===== src/rtl/cache_read_arbiter.sv =====
// Two-requester read arbiter in front of a single-outstanding cache read port.
// Define CACHE_ARB_ROUND_ROBIN_EN for round-robin; default is fixed priority to requester 1.
module cache_read_arbiter (
    input  logic         CLK,
    input  logic         RESET,
    input  logic         flush,
    input  logic         req0_valid,
    input  logic [31:0]  req0_addr,
    output logic         req0_ready,
    input  logic         req1_valid,
    input  logic [31:0]  req1_addr,
    output logic         req1_ready,
    output logic         r_valid,
    output logic [31:0]  ReadAddr,
    input  logic         cache_ready,
    input  logic         cache_resp_valid,
    input  logic [108:0] Cache_result,
    output logic         resp0_valid,
    output logic         resp1_valid,
    output logic [108:0] resp_data,
    output logic [31:0]  resp_addr
);

    typedef enum logic [1:0] {
        IDLE  = 2'd0,
        BUSY  = 2'd1,
        DRAIN = 2'd2
    } state_t;

    state_t      state;
    state_t      state_nxt;
    logic        owner;
    logic        last_grant;
    logic [31:0] saved_addr;
    logic        sel;
    logic [31:0] sel_addr;
    logic        grant;

    // With no requester valid the choice is irrelevant (r_valid is 0), so park on last_grant.
    always_comb begin
`ifdef CACHE_ARB_ROUND_ROBIN_EN
        if (req0_valid && req1_valid)
            sel = ~last_grant;
        else if (req0_valid || req1_valid)
            sel = req1_valid;
        else
            sel = last_grant;
`else
        sel = (req0_valid || req1_valid) ? req1_valid : last_grant;
`endif
        sel_addr = sel ? req1_addr : req0_addr;
    end

    assign grant = r_valid && cache_ready;

    always_ff @(posedge CLK) begin
        if (!RESET) begin
            state      <= IDLE;
            owner      <= 1'b0;
            saved_addr <= '0;
            last_grant <= 1'b1;
        end else begin
            state <= state_nxt;
            if (grant) begin
                owner      <= sel;
                saved_addr <= sel_addr;
                last_grant <= sel;
            end
        end
    end

    always_comb begin
        state_nxt = state;
        case (state)
            IDLE:    if (grant) state_nxt = BUSY;
            BUSY: begin
                if (cache_resp_valid)
                    state_nxt = IDLE;
                else if (flush)
                    state_nxt = DRAIN;
            end
            DRAIN:   if (cache_resp_valid) state_nxt = IDLE;
            default: state_nxt = IDLE;
        endcase
    end

    always_comb begin
        r_valid     = 1'b0;
        ReadAddr    = '0;
        req0_ready  = 1'b0;
        req1_ready  = 1'b0;
        resp0_valid = 1'b0;
        resp1_valid = 1'b0;
        resp_data   = '0;
        resp_addr   = '0;
        case (state)
            IDLE: begin
                if (RESET && !flush && (req0_valid || req1_valid)) begin
                    r_valid    = 1'b1;
                    ReadAddr   = sel_addr;
                    req0_ready = cache_ready && !sel;
                    req1_ready = cache_ready && sel;
                end
            end
            BUSY: begin
                if (RESET && cache_resp_valid && !flush) begin
                    resp0_valid = !owner;
                    resp1_valid = owner;
                    resp_data   = Cache_result;
                    resp_addr   = saved_addr;
                end
            end
            default: ;
        endcase
    end

endmodule


===== config.mk =====
export PLATFORM = sky130hd
export DESIGN_NAME = cache_read_arbiter
export DESIGN_NICKNAME = d
export VERILOG_FILES = /design/src/rtl/cache_read_arbiter.sv
export SDC_FILE = /design/constraint.sdc
export NUM_CORES = 1
export LEC_CHECK = 0
export ABC_AREA = 1
export BUFFER_PORTS_ARGS = -buffer_cell sky130_fd_sc_hd__buf_2
export CAP_MARGIN = 5
export CORE_AREA = 2 2 137 139
export CTS_CLUSTER_SIZE = 10
export DETAILED_ROUTE_END_ITERATION = 8
export DIE_AREA = 0 0 139 141
export SETUP_SLACK_MARGIN = 0.3
export SYNTH_ARGS = -nofsm -noshare
export SYNTH_HDL_FRONTEND = slang
export SYNTH_SLANG_ARGS = --single-unit

===== constraint.sdc =====
create_clock -name CLK -period 1.7 [get_ports CLK]
set_clock_uncertainty 0.1 [all_clocks]
set_input_delay 0.255 -clock CLK [delete_from_list [all_inputs] [get_ports CLK]]
set_output_delay 0.255 -clock CLK [all_outputs]
set_load 0.01 [all_outputs]

==> summary by stage <==
Floorplanning
For this configuration, the core starts out at a cell density of 0.1826. The floorplan step defined a core boundary enclosing 18,270 um^2. The floorplan has 50 rows. For this design the top-level I/O count stands at between 300 and 400. The floorplan step defined a die boundary enclosing 19,600 um^2. Measured along the y axis, the die boundary spans 141 um.

The width of the chip is roughly 140 um.

Critical path
The worst setup path is of the flop to primary output kind. The largest fanout on the critical path is 7. The capturing element type of the critical path is a primary output. The endpoint required time on the critical path is about 1300 ps.

The sort of element at the start of the critical path is a flop. The endpoint arrival time on the critical path is about 1600 ps. The worst-case reg-to-reg path depth is 9.

Synthesis
By area, the combinational part of the netlist is dominated by simple AND/OR/NAND/NOR gates. The number of nets handed over by synthesis was 861. After synthesis, the share of cell area in mux cells is 0. The post-synthesis sequential area ratio is 0.2161.

The flip-flop and latch count after synthesis is 36. The post-synthesis cell area is about 3300 um^2. Each instance of the synthesized netlist takes up on average 4.898 um^2. Counting every instance in the synthesized netlist gives 681.

The count of yosys warnings during synthesis is 0. Of the total synthesized cell area, the portion taken by AND, OR, NAND and NOR gates is 0.5191. The post-synthesis compound-gate area fraction is 0.003001. Of the total synthesized cell area, the portion taken by full adders, half adders and majority gates is 0.

Of the total synthesized cell area, the portion taken by XOR and XNOR cells is 0. The number of different library cells used by synthesis comes to 15.

Global routing
The number of global-route vias before repair came to 4,808. The peak-usage layer in the global routing report is met2. Global routing finished with a remaining overflow of 0. The global routing usage summed across all routing layers is 0.1813. Entering global routing, the biggest net connects 35 pins. The global routing usage on met3 is 0.02955. The number of antenna violations at the first check in global routing is 1. The first-pass GRT wire length is between 20 and 30 mm.

The met2 track demand over resource is 0.3350. In the global route stage, met1 resource usage came out at 0.2132.

Final layout
Fill cells in the final layout number 1,944. The final layout net count is 1,235. The non-filler instance count after layout is 1,292. The post-route standard cell area excluding fillers is 7472 um^2. The area growth from synthesis to layout is 124.0%. Once layout is complete, the utilization of the core stands at 0.4090. In the final layout, the share of cells above drive strength 1 is 0.5114.

Status
The flow ran to the end, but the final reports show violations. The checks that failed: setup timing.

Routing
The routed wire length is 20.41 mm. The post-route DRC violation count is 0. Dividing the detail-routed via count by the number of cells gives 4.080. The count of nets left with antenna violations once routing finished came out at 0. The first-pass detailed-route iteration total is 4. The detailed router placed 5,272 vias in this run. The initial detailed-routing violation count is 123. After detailed routing, the average wire length per cell comes to about 16 um.

Pwr
The completed layout was analyzed and its total power is roughly 2.7 mW. Across the VDD grid, the largest voltage drop is 0.0003783 V. The static leakage power is 4.259 nW. The power per cell area is between 300 and 400 nW/um^2.

Timing
In the post-route analysis, the smallest setup slack over all paths is -209.6 ps. For the pin with the worst max-slew slack, the measured transition is 395.7 ps. The total of endpoints with negative setup slack in the final report is 178. Setup repair after global routing could not meet its margin everywhere.

For this run, the top clock speed supported by timing is 0.5237 GHz. Hold timing on the final database bottoms out at a slack of 147.5 ps. The worst pin sits at a relative slew slack of 0.7362. The final hold violation count was 0. Subtracting the final worst setup slack from the clock period gives 1910 ps.

The share of the cycle needed by the critical path after routing is 1.123. The final-report max-slew violation count was 0. In the final timing run, aggregate negative setup slack is -24,250 ps.

CTS
The clock drives 36 sinks. The tree is rooted in a clkbuf_16. In this run, post-CTS hold repair placed 0 buffers. The TritonCTS buffer count is 5. The clock reaches the later pin of the worst-skew pair after 280 ps. After clock tree synthesis, the clock-pin slew on the worst setup and hold paths is 60 ps.

The H-tree generated during clock tree synthesis spans 2 levels. TritonCTS built the clock tree. The number of buffers on the longest clock path is 2.

Min path
The worst hold path was traced through 3 stages. The tightest min-delay check is of the input port to flop type.

Placed design
At the end of routability-driven placement, the weighted congestion stood at about 0.85. Port buffering added between 300 and 400 buffers. The instance area after placement is 5542 um^2. The pre-CTS worst setup slack is -63.54 ps. Detailed placement ended at an HPWL of between 10 and 15 mm. The total placed cells including tap cells is approximately 1,300.

Run
The total of max-cap violations is 0.
registers in the layout (all words and copies together), names as in the netlist:
signal and count:
state 2, owner 1, saved_addr 32, last_grant 1
kinds of logic after synthesis:
logic type | after synthesis
AOI/OAI and AO/OA | 2
DFF | 36
and+or+nand+nor | 420
buffers and inverters | 223
cell usage after synthesis:
| cell type | n | area (um^2) |
|---|---|---|
| nand4_1 | 1 | 6.260 |
| buf_1 | 3 | 11.26 |
| nand3_1 | 3 | 15.01 |
| nor2_4 | 2 | 22.52 |
| nand3b_1 | 32 | 240.2 |
| nand2_1 | 137 | 514.2 |
| nor2_1 | 244 | 915.9 |
| inv_1 | 183 | 686.9 |
| buf_2 | 14 | 70.07 |
| clkbuf_1 | 16 | 60.06 |
| inv_2 | 2 | 7.510 |
| buf_4 | 5 | 37.54 |
| a21oi_1 | 2 | 10.01 |
| nand3_4 | 1 | 17.52 |
| dfxtp_1 | 36 | 720.7 |
critical path, stage by stage (launching register included):
cell and delay, ps:
dfxtp_2 350, nor2_4 150, nand3_4 140, clkbuf_16 210
clkbuf_16 170, nor2_2 90, buf_2 150
metal layers:
layer | up-vias | wire length, um
li1 | 2635 | -
met1 | 2395 | 8114
met2 | 219 | 10660
met3 | 23 | 1191
met4 | 0 | 443
met5 | - | 0
what timing repair did:
| action | 4_1_cts | 5_1_grt |
|---|---|---|
| resized for setup | 130 | 172 |
| pin swaps | 7 | 9 |
| buffers inserted | 6 | 6 |
| gates cloned | 9 | 8 |
| endpoints found under the hold margin | 0 | 0 |
| setup endpoints to repair | 212 | 213 |
worst paths after layout:
check                               startpoint             end  slack, ps
worst min register to register  saved_addr[22]  saved_addr[22]        380
worst max register to register        state[0]  saved_addr[17]         50
worst max-delay path                  state[1]   resp_data[19]       -210
worst min-delay path                     RESET        state[0]        150
layout by cell type, fill, tap and decap left out:
cell type  instances
nand3_4            3
dfxtp_2            2
bufbuf_16          1
nor2_1           128
nand2_2            4
a21oi_1            2
nor2_4            87
buf_4             17
clkbuf_1           2
nand2_1          133
nor2_2            31
buf_16             9
nand4_1            1
clkbuf_16         12
buf_2            276
nand3b_1          32
buf_6             84
diode_2            2
nand3_1            2
buf_12            10
inv_1            182
inv_4              1
inv_2              2
dfxtp_1           34
clkbuf_8           1
power by group:
group	internal [mW]	switching [mW]	total, mW	leakage (nW)
clock network	0.585	0.357	0.942	0.0712
registers	0.883	0.0210	0.904	0.294
logic	0.392	0.502	0.895	3.89
total	1.86	0.880	2.74	4.26
area by class of cell:
cell class | instances | area (um^2) | area share
repair buffers | 404 | 3110 | 0.4163
multi-input cells | 423 | 2497 | 0.3342
flip-flops and latches | 36 | 723.2 | 0.09679
inverters | 185 | 696.9 | 0.09327
well taps | 234 | 292.8 | 0.03918
clock buffers | 8 | 146.4 | 0.01959
diodes | 2 | 5.005 | 0.0006698
(Power assumes the default switching activity.)
